`src/rtl/fifo_pkg.sv`:
```
// Shared types and helpers for the synchronous FIFO family.
package fifo_pkg;

  typedef struct packed {
    logic overflow;
    logic underflow;
  } fifo_err_t;

  // Explicit wrap so non-power-of-two depths index the array correctly.
  function automatic logic [31:0] next_ptr(input logic [31:0] ptr, input logic [31:0] depth);
    return (ptr == depth - 32'd1) ? 32'd0 : ptr + 32'd1;
  endfunction

endpackage

```
`src/rtl/sync_fifo_ram.sv`:
```
// DEPTH x DATA_WIDTH storage: one synchronous write port, one combinational read port.
// No reset; contents are only meaningful between the FIFO pointers.
module sync_fifo_ram #(
  parameter int DATA_WIDTH = 8,
  parameter int DEPTH      = 16,
  parameter int PTR_W      = $clog2(DEPTH)
) (
  input  logic                  clk,
  input  logic                  we,
  input  logic [PTR_W-1:0]      waddr,
  input  logic [DATA_WIDTH-1:0] wdata,
  input  logic [PTR_W-1:0]      raddr,
  output logic [DATA_WIDTH-1:0] rdata
);

  logic [DATA_WIDTH-1:0] mem [DEPTH];

  always_ff @(posedge clk) begin
    if (we) mem[waddr] <= wdata;
  end

  assign rdata = mem[raddr];

endmodule

```
`src/rtl/sync_fifo_flags.sv`:
```
// Synchronous FIFO with count, almost-full/empty, sticky error flags and synchronous flush.
// Define SYNC_FIFO_FWFT_EN for first-word-fall-through reads; otherwise reads are registered (1 clock).
module sync_fifo_flags
  import fifo_pkg::*;
#(
  parameter int DATA_WIDTH = 8,
  parameter int DEPTH      = 16,
  parameter int AF_LEVEL   = DEPTH - 2,
  parameter int AE_LEVEL   = 2,
  parameter int CNT_W      = $clog2(DEPTH + 1),
  parameter int PTR_W      = $clog2(DEPTH)
) (
  input  logic                  clk,
  input  logic                  rst,
  input  logic                  flush,
  input  logic                  wr_en,
  input  logic [DATA_WIDTH-1:0] data_in,
  input  logic                  rd_en,
  output logic [DATA_WIDTH-1:0] data_out,
  output logic                  rd_valid,
  output logic                  full,
  output logic                  empty,
  output logic                  almost_full,
  output logic                  almost_empty,
  output logic [CNT_W-1:0]      count,
  output logic                  overflow,
  output logic                  underflow
);

  logic [PTR_W-1:0]      wr_ptr_q, wr_ptr_d, rd_ptr_q, rd_ptr_d;
  logic [CNT_W-1:0]      count_q, count_d;
  fifo_err_t             err_q, err_d;
  logic                  wr_acc, rd_acc;
  logic [DATA_WIDTH-1:0] ram_rdata;

  assign empty        = (count_q == '0);
  assign full         = (count_q == CNT_W'(DEPTH));
  assign almost_full  = (count_q >= CNT_W'(AF_LEVEL));
  assign almost_empty = (count_q <= CNT_W'(AE_LEVEL));
  assign count        = count_q;
  assign overflow     = err_q.overflow;
  assign underflow    = err_q.underflow;

  // A same-cycle write never makes an empty FIFO readable, but a read frees a slot for a write.
  assign rd_acc = rd_en & ~empty;
  assign wr_acc = wr_en & (~full | rd_acc);

  always_comb begin
    wr_ptr_d = wr_ptr_q;
    rd_ptr_d = rd_ptr_q;
    count_d  = count_q;
    err_d    = err_q;
    if (flush) begin
      wr_ptr_d = '0;
      rd_ptr_d = '0;
      count_d  = '0;
      err_d    = '0;
    end else begin
      if (wr_acc) wr_ptr_d = PTR_W'(next_ptr(32'(wr_ptr_q), 32'(DEPTH)));
      if (rd_acc) rd_ptr_d = PTR_W'(next_ptr(32'(rd_ptr_q), 32'(DEPTH)));
      case ({wr_acc, rd_acc})
        2'b10:   count_d = count_q + CNT_W'(1);
        2'b01:   count_d = count_q - CNT_W'(1);
        default: count_d = count_q;
      endcase
      err_d.overflow  = err_q.overflow  | (wr_en & ~wr_acc);
      err_d.underflow = err_q.underflow | (rd_en & ~rd_acc);
    end
  end

  always_ff @(posedge clk or negedge rst) begin
    if (!rst) begin
      wr_ptr_q <= '0;
      rd_ptr_q <= '0;
      count_q  <= '0;
      err_q    <= '0;
    end else begin
      wr_ptr_q <= wr_ptr_d;
      rd_ptr_q <= rd_ptr_d;
      count_q  <= count_d;
      err_q    <= err_d;
    end
  end

  sync_fifo_ram #(
    .DATA_WIDTH(DATA_WIDTH),
    .DEPTH     (DEPTH),
    .PTR_W     (PTR_W)
  ) u_ram (
    .clk  (clk),
    .we   (wr_acc & ~flush),
    .waddr(wr_ptr_q),
    .wdata(data_in),
    .raddr(rd_ptr_q),
    .rdata(ram_rdata)
  );

`ifdef SYNC_FIFO_FWFT_EN
  assign data_out = ram_rdata;
  assign rd_valid = ~empty;
`else
  logic [DATA_WIDTH-1:0] data_out_q, data_out_d;
  logic                  rd_valid_q, rd_valid_d;

  // data_out holds across idle cycles and flush; only a real pop updates it.
  always_comb begin
    data_out_d = data_out_q;
    rd_valid_d = 1'b0;
    if (!flush && rd_acc) begin
      data_out_d = ram_rdata;
      rd_valid_d = 1'b1;
    end
  end

  always_ff @(posedge clk or negedge rst) begin
    if (!rst) begin
      data_out_q <= '0;
      rd_valid_q <= 1'b0;
    end else begin
      data_out_q <= data_out_d;
      rd_valid_q <= rd_valid_d;
    end
  end

  assign data_out = data_out_q;
  assign rd_valid = rd_valid_q;
`endif

endmodule

```
`config.mk`:
```
export PLATFORM = sky130hd
export DESIGN_NAME = sync_fifo_flags
export DESIGN_NICKNAME = d
export VERILOG_FILES = /design/src/rtl/fifo_pkg.sv /design/src/rtl/sync_fifo_ram.sv /design/src/rtl/sync_fifo_flags.sv
export SDC_FILE = /design/constraint.sdc
export NUM_CORES = 1
export LEC_CHECK = 0
export ABC_CLOCK_PERIOD_IN_PS = 4000
export CORE_ASPECT_RATIO = 1.75
export CORE_MARGIN = 3
export CORE_UTILIZATION = 40
export CTS_BUF_LIST = sky130_fd_sc_hd__clkbuf_4
export DETAILED_ROUTE_END_ITERATION = 16
export GPL_ROUTABILITY_DRIVEN = 1
export SYNTH_ARGS = -nofsm -noshare
export SYNTH_HDL_FRONTEND = slang
export SYNTH_SLANG_ARGS = --single-unit
```
`constraint.sdc`:
```
create_clock -name clk -period 4 [get_ports clk]
set_input_delay 0.8 -clock clk [delete_from_list [all_inputs] [get_ports clk]]
set_output_delay 0.8 -clock clk [all_outputs]
set_load 0.02 [all_outputs]
```
## Word-level counts from Yosys, hierarchy flattened

Memory sizes are Yosys's and may differ from the RTL's. A register that Yosys moved wholly into a read port is not among the register bits.
Cells that the tools add are included.

- $add $sub $neg: 4
- Multiply operators: 0
- Div/mod/pow operators: 0
- $lt $le $gt $ge: 2
- Eq/ne operators: 5
- Shift operators: 0
- Muxes and demuxes: 12
- Bitwise logic cells: 13
- Reductions and logical operators: 7

Operator list:

| cell | count |
|---|---|
| 4-bit two-way mux | 6 |
| 5-bit case mux with 2 select lines | 1 |
| 4-bit by 1-bit adder with 4-bit output (second input constant) | 2 |
| 4-bit equality test (second input constant) | 2 |
| 5-bit by 1-bit adder with 5-bit output (second input constant) | 1 |
| 1-bit bitwise AND | 5 |
| 5-bit equality test (second input constant) | 1 |
| 5-bit by 4-bit >= comparator with 1-bit output (second input constant) | 1 |
| 5-bit by 2-bit less-or-equal comparator with 1-bit output (second input constant) | 1 |
| 5-bit logical NOT | 1 |
| 5-bit two-way mux | 1 |
| 1-bit NOT | 5 |
| 5-bit by 1-bit subtractor with 5-bit output (second input constant) | 1 |
| 2-bit nonzero test | 2 |
| 1-bit two-way mux | 3 |
| 1-bit bitwise OR | 3 |
| 3-bit nonzero test | 1 |
| 2-bit by 1-bit equality test with 1-bit output (second input constant) | 1 |
| 2-bit equality test (second input constant) | 1 |
| 1-bit logical NOT | 2 |
| 2-bit two-way mux | 1 |
| 1-bit logical AND | 1 |

- Flip-flop bits (word level): 16
- Latch bits: 0
- Bits in writable memories: 128
- Bits in read-only memories: 0
- Output and inout port bits: 20
- Word-level logic and storage cells: 50
- Memories kept: 1

Memories:

| memory | words | bits a word | rd ports | clocked after Yosys merged registers in | wr ports | line | RTL |
|---|---|---|---|---|---|---|---|
| u_ram.mem | 16 | 8 | 1 | 1 | 1 | sync_fifo_ram.sv:16 | `logic [DATA_WIDTH-1:0] mem [DEPTH];` |

## Logic depth before layout (Yosys ltp)

Gate-level depths: netlist of the first run.

- Depth in word-level cells: 9
- Depth in mapped cells: 10
- Depth with buffers taken out: 10

## By module

From an unflattened synthesis of the first run, not the netlist that was laid out.

- Cell total of the unflattened synthesis: 342
- Area total of the unflattened synthesis: 6,297.3 um2

Modules (own cells, without submodules):

| module | instances | cells an instance | area an instance (um2) |
|---|---|---|---|
| sync_fifo_ram | 1 | 221 | 4,987.3 |
| sync_fifo_flags | 1 | 121 | 1,310.0 |

## Worst setup path before layout of the first run

OpenSTA, ideal clock, no wires.

- Path type: register to register
- Start point: register count_q[4] (netlist: count[4])
- End point: register count_q[4] (netlist: count[4])
- Library setup time: 0.082 ns
- Arrival time: 2.557 ns
- Data required time: 3.918 ns
- Path slack: 1.361 ns
- Cell stages (with the launch flop): 11
- Clock period less this slack: 2.639 ns
- Cells stage by stage: dfrtp_1 > or3_4 > o31a_4 > nand2b_1 > inv_1 > ha_1 > nand2b_1 > a21oi_1 > or3b_1 > a21o_1 > a31oi_1

- Cells in the longest elaborated chain, start to end: 8
- Elaborated cells between the ends (all ways): 14

RTL lines:

| element | line | RTL |
|---|---|---|
| start, declared | sync_fifo_flags.sv:31 | `logic [CNT_W-1:0] count_q, count_d;` |
| start signal, assigned | sync_fifo_flags.sv:80 | `count_q <= count_d;` |
| 5-bit logical NOT | sync_fifo_flags.sv:36 | `assign empty = (count_q == '0);` |
| 1-bit NOT | sync_fifo_flags.sv:45 | `assign rd_acc = rd_en & ~empty;` |
| 1-bit bitwise AND | sync_fifo_flags.sv:45 |  |
| 1-bit bitwise OR | sync_fifo_flags.sv:46 | `assign wr_acc = wr_en & (~full \| rd_acc);` |
| 1-bit bitwise AND | sync_fifo_flags.sv:46 |  |
| 2-bit by 1-bit equality test with 1-bit output or 2-bit equality test (tied branches) | sync_fifo_flags.sv:61 | `case ({wr_acc, rd_acc})` |
| 5-bit case mux with 2 select lines | sync_fifo_flags.sv:61 |  |
| 5-bit two-way mux | sync_fifo_flags.sv:53 | `if (flush) begin` |

Parallel ways exist; a longest one is shown, timed or not.
A chain may end at the register's enable or synchronous reset.

## Final worst setup path of the first run

- Start point: register count_q[1] (netlist: count[1])
- End point: output port full

- Cells in the longest elaborated chain, start to end: 1

RTL lines:

| element | line | RTL |
|---|---|---|
| 5-bit equality test | sync_fifo_flags.sv:37 | `assign full = (count_q == CNT_W'(DEPTH));` |
| end, declared | sync_fifo_flags.sv:21 | `output logic full,` |

No other way between the ends.

==> run_results.csv, run 1 <==
group,metric,value,unit
outcome,status,"finished, final reports clean",
clocking,cts_num_sinks,152,
worst_setup_path,r2r_start,"count[4]",
route,postRouteAntennaNets,0,
synthesis,synthTopCellsByArea,"edfxtp_1, mux4_2, dfrtp_1, mux2i_1, o221ai_2",
route,wirelength,13.1,mm
synthesis,synth_top_family_by_area,"multiplexers",
clocking,cts-root-buf,"clkbuf_4",
synthesis,postSynth.asyncResetShare,15.8,%
worst_setup_path,startpoint_type,"flop",
synthesis,synth_nets,373,
worst_setup_path,critical_path_class,"flop to output pin",
grt,grt_use_total,15.9,%
synthesis,ys_seq_area_share,69.9,%
worst_setup_path,reg2regPathDepth,10,
floorplanning,row_count,60,
route,vias,3251,
worst_setup_path,rrSetupSlack,1.19,ns
synthesis,yosysWarnings,0,
synthesis,synthMuxAreaShare,14.3,%
clocking,post_cts_buffers,0,
finish,fillers,1328,
grt,grt_pass1_vias,3443,
sta,slew_viol_final,0,
finish,nets,421,
grt,grt_antenna_before_repair,1,
clocking,cts_tree,"built",
synthesis,synthSimpleGateAreaFrac,5.85,%
sta,period_share,80.0,%
finish,final_common_cell,"edfxtp_1",
synthesis,synth_top_area_share,60.5,%
worst_setup_path,path_max_fanout,9,
synthesis,synthFlopType,"edfxtp_1",
floorplanning,start_util,41.1,%
synthesis,synth_edf_count,128,
hold_path,hp-class,"flop to flop",
grt,grt-ovfl-total,0,
grt,grt_max_degree,28,
floorplanning,pin_count,33,
floorplanning,die_x,101,um
power,power.density,496,nW/um^2
worst_setup_path,cp-startpoint,"count[1]",
synthesis,synth_cell_type_count,43,
sta,rsz0062_at_grt,"false",
sta,finalSetupViolations,0,
clocking,clk_pin_slew,0.13,ns
synthesis,synth_area,6360,sq um
worst_setup_path,rr_endpoint,"count[4]",
worst_setup_path,worstPathRequired,3.20,ns
route,post_drt_wl_per_cell,21.9,um
synthesis,synth-seq-cells,152,
synthesis,synth_top_area_cell,"edfxtp_1",
clocking,cts_max_path_buffers,2,
power,cellLeakagePower,2.36,nW
synthesis,synth-adder-area-share,1.89,%
sta,fmax,0.313,GHz
route,firstDrtPassIters,4,
floorplanning,die_y,173,um
clocking,post_cts_resize_count,0,
route,viasPerCell,5.43,
synthesis,synth_cells,351,
placed_design,gp_congestion,0.809,
clocking,clk-insertion-delay-late,0.53,ns
sta,worst_pin_slew,1.12,ns
route,drt_iter0_drc,149,
sta,clock_skew,0.0258,ns
sta,fin_tns_setup,0,ns
clocking,postCtsHoldBufs,0,
route,drc,0,
worst_setup_path,crit_arrival,2.40,ns
placed_design,dp_hpwl,9.21,mm
job,maxCapViolations,0,
power,ir_drop,0.209,mV
sta,hold_viol_final,0,
floorplanning,core_area,15500,sq um
worst_setup_path,crit_path_end_kind,"output pin",
clocking,numCtsBuffers,17,
finish,layout-drive-gt1-share,23.3,%
finish,layout_common_cells,"edfxtp_1, mux4_2, clkdlybuf4s50_1",
synthesis,synth-compound-area-share,5.35,%
synthesis,synth-xor-area-share,0.689,%
sta,slew_headroom,25.5,%
sta,post-route-min-period,3.20,ns
hold_path,hp-start,"data_out[3]",
synthesis,syn_area_per_cell,18.1,sq um
worst_setup_path,endpoint,"full",
clocking,htreeDepth,4,
finish,area.growth.synth_to_final,13.3,%
floorplanning,die-area,17500,sq um
placed_design,placement.io_buffers,32,
grt,grt_pass1_wl,20.2,mm
power,finalPower,3.57,mW
==> kinds of logic (layout without fill, tap and decap cells) <==
kind of cell	Yosys count	count (layout)
muxes	51	51
adders and majority gates	9	9
xor gates and xnor gates	5	5
and+or+nand+nor	72	72
DFF	152	152
AOI/OAI and AO/OA	38	38
buffers and inverters	24	85
other	0	1
==> cells in the mapped netlist (all sizes together) (2+ instances only) <==
cell / instances
edfxtp: 128
mux4: 32
nand2: 26
nor2: 25
dfrtp: 24
mux2i: 19
a21oi: 10
buf: 10
ha: 8
inv: 8
o221ai: 8
clkbuf: 6
o21ai: 6
nand2b: 5
nor3: 5
xor2: 4
a21o: 3
nand3: 3
nor2b: 3
o211ai: 2
o21a: 2
or3: 2
==> worst max-delay path, cell delays in order (launching register included) <==
cell,delay (ns)
dfrtp_1,0.55
nor4_4,0.46
nand2_2,0.16
inv_1,0.10
clkdlybuf4s50_1,0.61
==> per-stage QoR <==
stage / cells / utilization, % / setup WS [ns] / hold WS (ns) / cell area, sq um
finish: 599 / 46.6 / 0.802 / 0.511 / 7210
global route: 599 / 46.6 / 0.638 / 0.554 / 7210
CTS: 598 / 46.6 / 0.701 / 0.515 / 7200
detailed placement: 566 / 44.7 / 0.807 / 0.479 / 6920
global placement: 566 / 44.7 / 0.876 / 0.483 / 6920
floorplan: 351 / - / 1.36 / 0.504 / 6360
==> how the worst min path moves through the flow <==
stage / end / slack, ns / cells after the start
after floorplan: count[0] / 0.50 / 0
after global placement: data_out[0] / 0.48 / 2
after detailed placement: data_out[5] / 0.48 / 2
after CTS: data_out[3] / 0.52 / 2
after global routing: data_out[3] / 0.55 / 2
final: data_out[3] / 0.51 / 2
==> sequential cells by signal, indices dropped and copies added (netlist names) <==
signal     count
count          5
wr_ptr_q       4
underflow      1
data_out       8
u_ram.mem    128
overflow       1
rd_ptr_q       4
rd_valid       1
==> power by group <==
part	leakage [nW]	switching [mW]	internal (mW)
clock	0.161	0.544	0.394
combinational	0.736	0.380	0.342
sequential	1.46	0.117	1.80
total	2.36	1.04	2.53
==> routing by layer <==
metal  GRT usage, %  share of wire [%]
met1           17.9                 38
met4           8.21                3.9
met3           2.99                2.7
met5              0                  0
met2           28.0                 56
==> layout make-up <==
class | instances | area, sq um | share of cell area [%]
repair buffers | 45 | 418 | 5.80
clock inverters | 13 | 143 | 1.98
multi-input cells | 175 | 1790 | 24.8
flip-flops and latches | 152 | 4450 | 61.7
well taps | 186 | 233 | 3.23
diodes | 1 | 2.50 | 0.0347
clock buffers | 19 | 143 | 1.98
inverters | 8 | 35.0 | 0.486
No activity file was read; power rests on OpenSTA's default activity.
==> inputs of run 2 (changes only) <==
--- a/config.mk
+++ b/config.mk
@@ -5,7 +5,7 @@
 export SDC_FILE = /design/constraint.sdc
 export NUM_CORES = 1
 export LEC_CHECK = 0
-export ABC_CLOCK_PERIOD_IN_PS = 4000
+export ABC_CLOCK_PERIOD_IN_PS = 2950
 export CORE_ASPECT_RATIO = 1.75
 export CORE_MARGIN = 3
 export CORE_UTILIZATION = 40
==> constraint.sdc (replaced) <==
create_clock -name clk -period 2.95 [get_ports clk]
set_input_delay 0.59 -clock clk [delete_from_list [all_inputs] [get_ports clk]]
set_output_delay 0.59 -clock clk [all_outputs]
set_load 0.02 [all_outputs]
==> run_results.csv, run 2 (synthesis gave the netlist of run 1 again) <==
group,metric,value,unit
finish,layout_common_cells,"edfxtp_1, mux4_2, clkdlybuf4s50_1, buf_4, nor2_1",
job,maxCapViolations,0,
route,drc,0,
sta,slew_viol_final,0,
route,postRouteAntennaNets,0,
power,ir_drop,0.230,mV
clocking,postCtsHoldBufs,0,
sta,fin_tns_setup,0,ns
sta,fmax,0.362,GHz
route,vias,3316,
sta,clock_skew,0.0283,ns
floorplanning,row_count,60,
power,pwr-share-seq,53.6,%
grt,grt-ovfl-total,0,
sta,holdWs,0.420,ns
clocking,clk-insertion-delay-late,0.52,ns
sta,post-route-min-period,2.76,ns
worst_setup_path,critical_path_class,"flop to flop",
sta,finalSetupViolations,0,
worst_setup_path,path_max_fanout,6,
sta,rsz0062_at_grt,"false",
grt,grt_max_degree,37,
floorplanning,die-area,17500,sq um
clocking,cts_tree,"built",
finish,regArea,4450,sq um
clocking,htreeDepth,4,
finish,largest_reg_flops,128,
clocking,numCtsBuffers,17,
floorplanning,die_y,173,um
route,firstDrtPassIters,4,
route,wirelength,13.4,mm
finish,multiInputGateArea,1790,sq um
clocking,cts_num_sinks,152,
finish,fillers,1313,
power,intPower,3.36,mW
finish,nets,439,
worst_setup_path,worstPathRequired,3.39,ns
worst_setup_path,rrSetupSlack,0.19,ns
route,viasPerCell,5.37,
finish,area.growth.synth_to_final,15.3,%
floorplanning,start_util,41.1,%
sta,slew_headroom,59.7,%
sta,period_share,93.6,%
placed_design,placement.io_buffers,32,
power,pwr-share-comb,21.6,%
floorplanning,pin_count,33,
power,p_sw,1.43,mW
route,post_drt_wl_per_cell,21.8,um
power,clockPowerShare,24.8,%
clocking,cts-root-buf,"clkbuf_4",
worst_setup_path,startpoint_type,"flop",
clocking,clk_pin_slew,0.14,ns
power,cellLeakagePower,2.44,nW
clocking,cts_max_path_buffers,2,
finish,final_common_cell,"edfxtp_1",
grt,grt_pass1_vias,3493,
finish,layout-drive-gt1-share,26.5,%
outcome,status,"finished, final reports clean",
worst_setup_path,crit_arrival,3.20,ns
grt,grt_pass1_wl,20.7,mm
finish,post-route-util,47.4,%
power,power.density,654,nW/um^2
hold_path,hp-class,"input port to asynchronous set/reset pin",
power,p_sw_share,29.9,%
worst_setup_path,crit_path_end_kind,"flop",
finish,largest-register,"u_ram.mem",
placed_design,gp_congestion,0.795,
grt,grt_antenna_before_repair,1,
placed_design,dp_hpwl,9.61,mm
sta,worst_pin_slew,0.603,ns
sta,fin_ws,0.188,ns
grt,grt_use_total,16.2,%
floorplanning,core_area,15500,sq um
sta,hold_viol_final,0,
route,drt_iter0_drc,132,
floorplanning,die_x,101,um
placed_design,pre_cts_ws,0.147,ns
==> run 2: cell types whose count changed in the layout (fill, tap and decap cells not counted) <==
cell,change
buf_12,+1
buf_4,+17
bufinv_16,-1
clkdlybuf4s50_1,-2
clkinv_1,+1
clkinv_2,-1
clkinvlp_4,+3
dfrtp_1,-1
dfrtp_2,+1
dlygate4sd2_1,+2
inv_4,-2
==> run 2: stage by stage <==
step / cells / power [mW] / instance area, sq um
2_1_floorplan: 351 / 3.22 / 6360
3_3_place_gp: 584 / 3.65 / 7070
3_5_place_dp: 584 / 3.67 / 7070
4_1_cts: 616 / 4.85 / 7330
5_1_grt: 617 / 5.02 / 7330
6_report: 617 / 4.79 / 7330
==> run 2: path summary, 6_finish.rpt <==
check	endpoint	start	cells past startpoint
min in group clk	underflow	underflow	2
worst max register to register	count[4]	count[3]	10
worst min register to register	underflow	underflow	2
worst max-delay path	count[4]	count[3]	10
worst min-delay path	count[0]	rst	2
max in group asynchronous	count[1]	rst	2
==> run 2: cell type report <==
class,count,area share [%]
antenna,1,0.0341
clock buffer,19,1.95
clock inverter,13,1.66
inverter,8,0.478
multi-input combinational,175,24.4
sequential,152,60.7
tap,186,3.17
timing repair buffer,63,7.68
==> run 2: timing repair <==
action / CTS / global route
setup endpoints to repair: 2 / 0
resized for setup: 3 / 0
setup buffers: 0 / 0
==> run 2: critical path, stage by stage, from the launching register on <==
cell and delay, ns:
dfrtp_1 0.49, or3_4 0.43, o31a_4 0.34, nand2b_1 0.13, inv_1 0.09, ha_1 0.33, nand2b_1 0.09, a21oi_1 0.12
or3b_1 0.38, a21o_1 0.18, a31oi_1 0.12
==> run 2: power groups by stage <==
| stage | Combinational (mW) | Sequential [mW] | Clock [mW] |
|---|---|---|---|
| finish | 1.03 | 2.57 | 1.19 |
| detailed placement | 1.05 | 2.62 | 0 |
| global route | 1.12 | 2.59 | 1.31 |
| global placement | 1.03 | 2.61 | 0 |
| CTS | 1.05 | 2.57 | 1.23 |
| floorplan | 0.518 | 2.70 | 0 |
==> run 2: layer usage <==
layer / up-vias / GRT usage, % / share of wire, %
li1: 1518 / - / -
met1: 1719 / 18.1 / 38
met2: 66 / 29.8 / 58
met3: 13 / 3.27 / 2.4
met4: 0 / 5.32 / 1.5
met5: - / 0 / 0
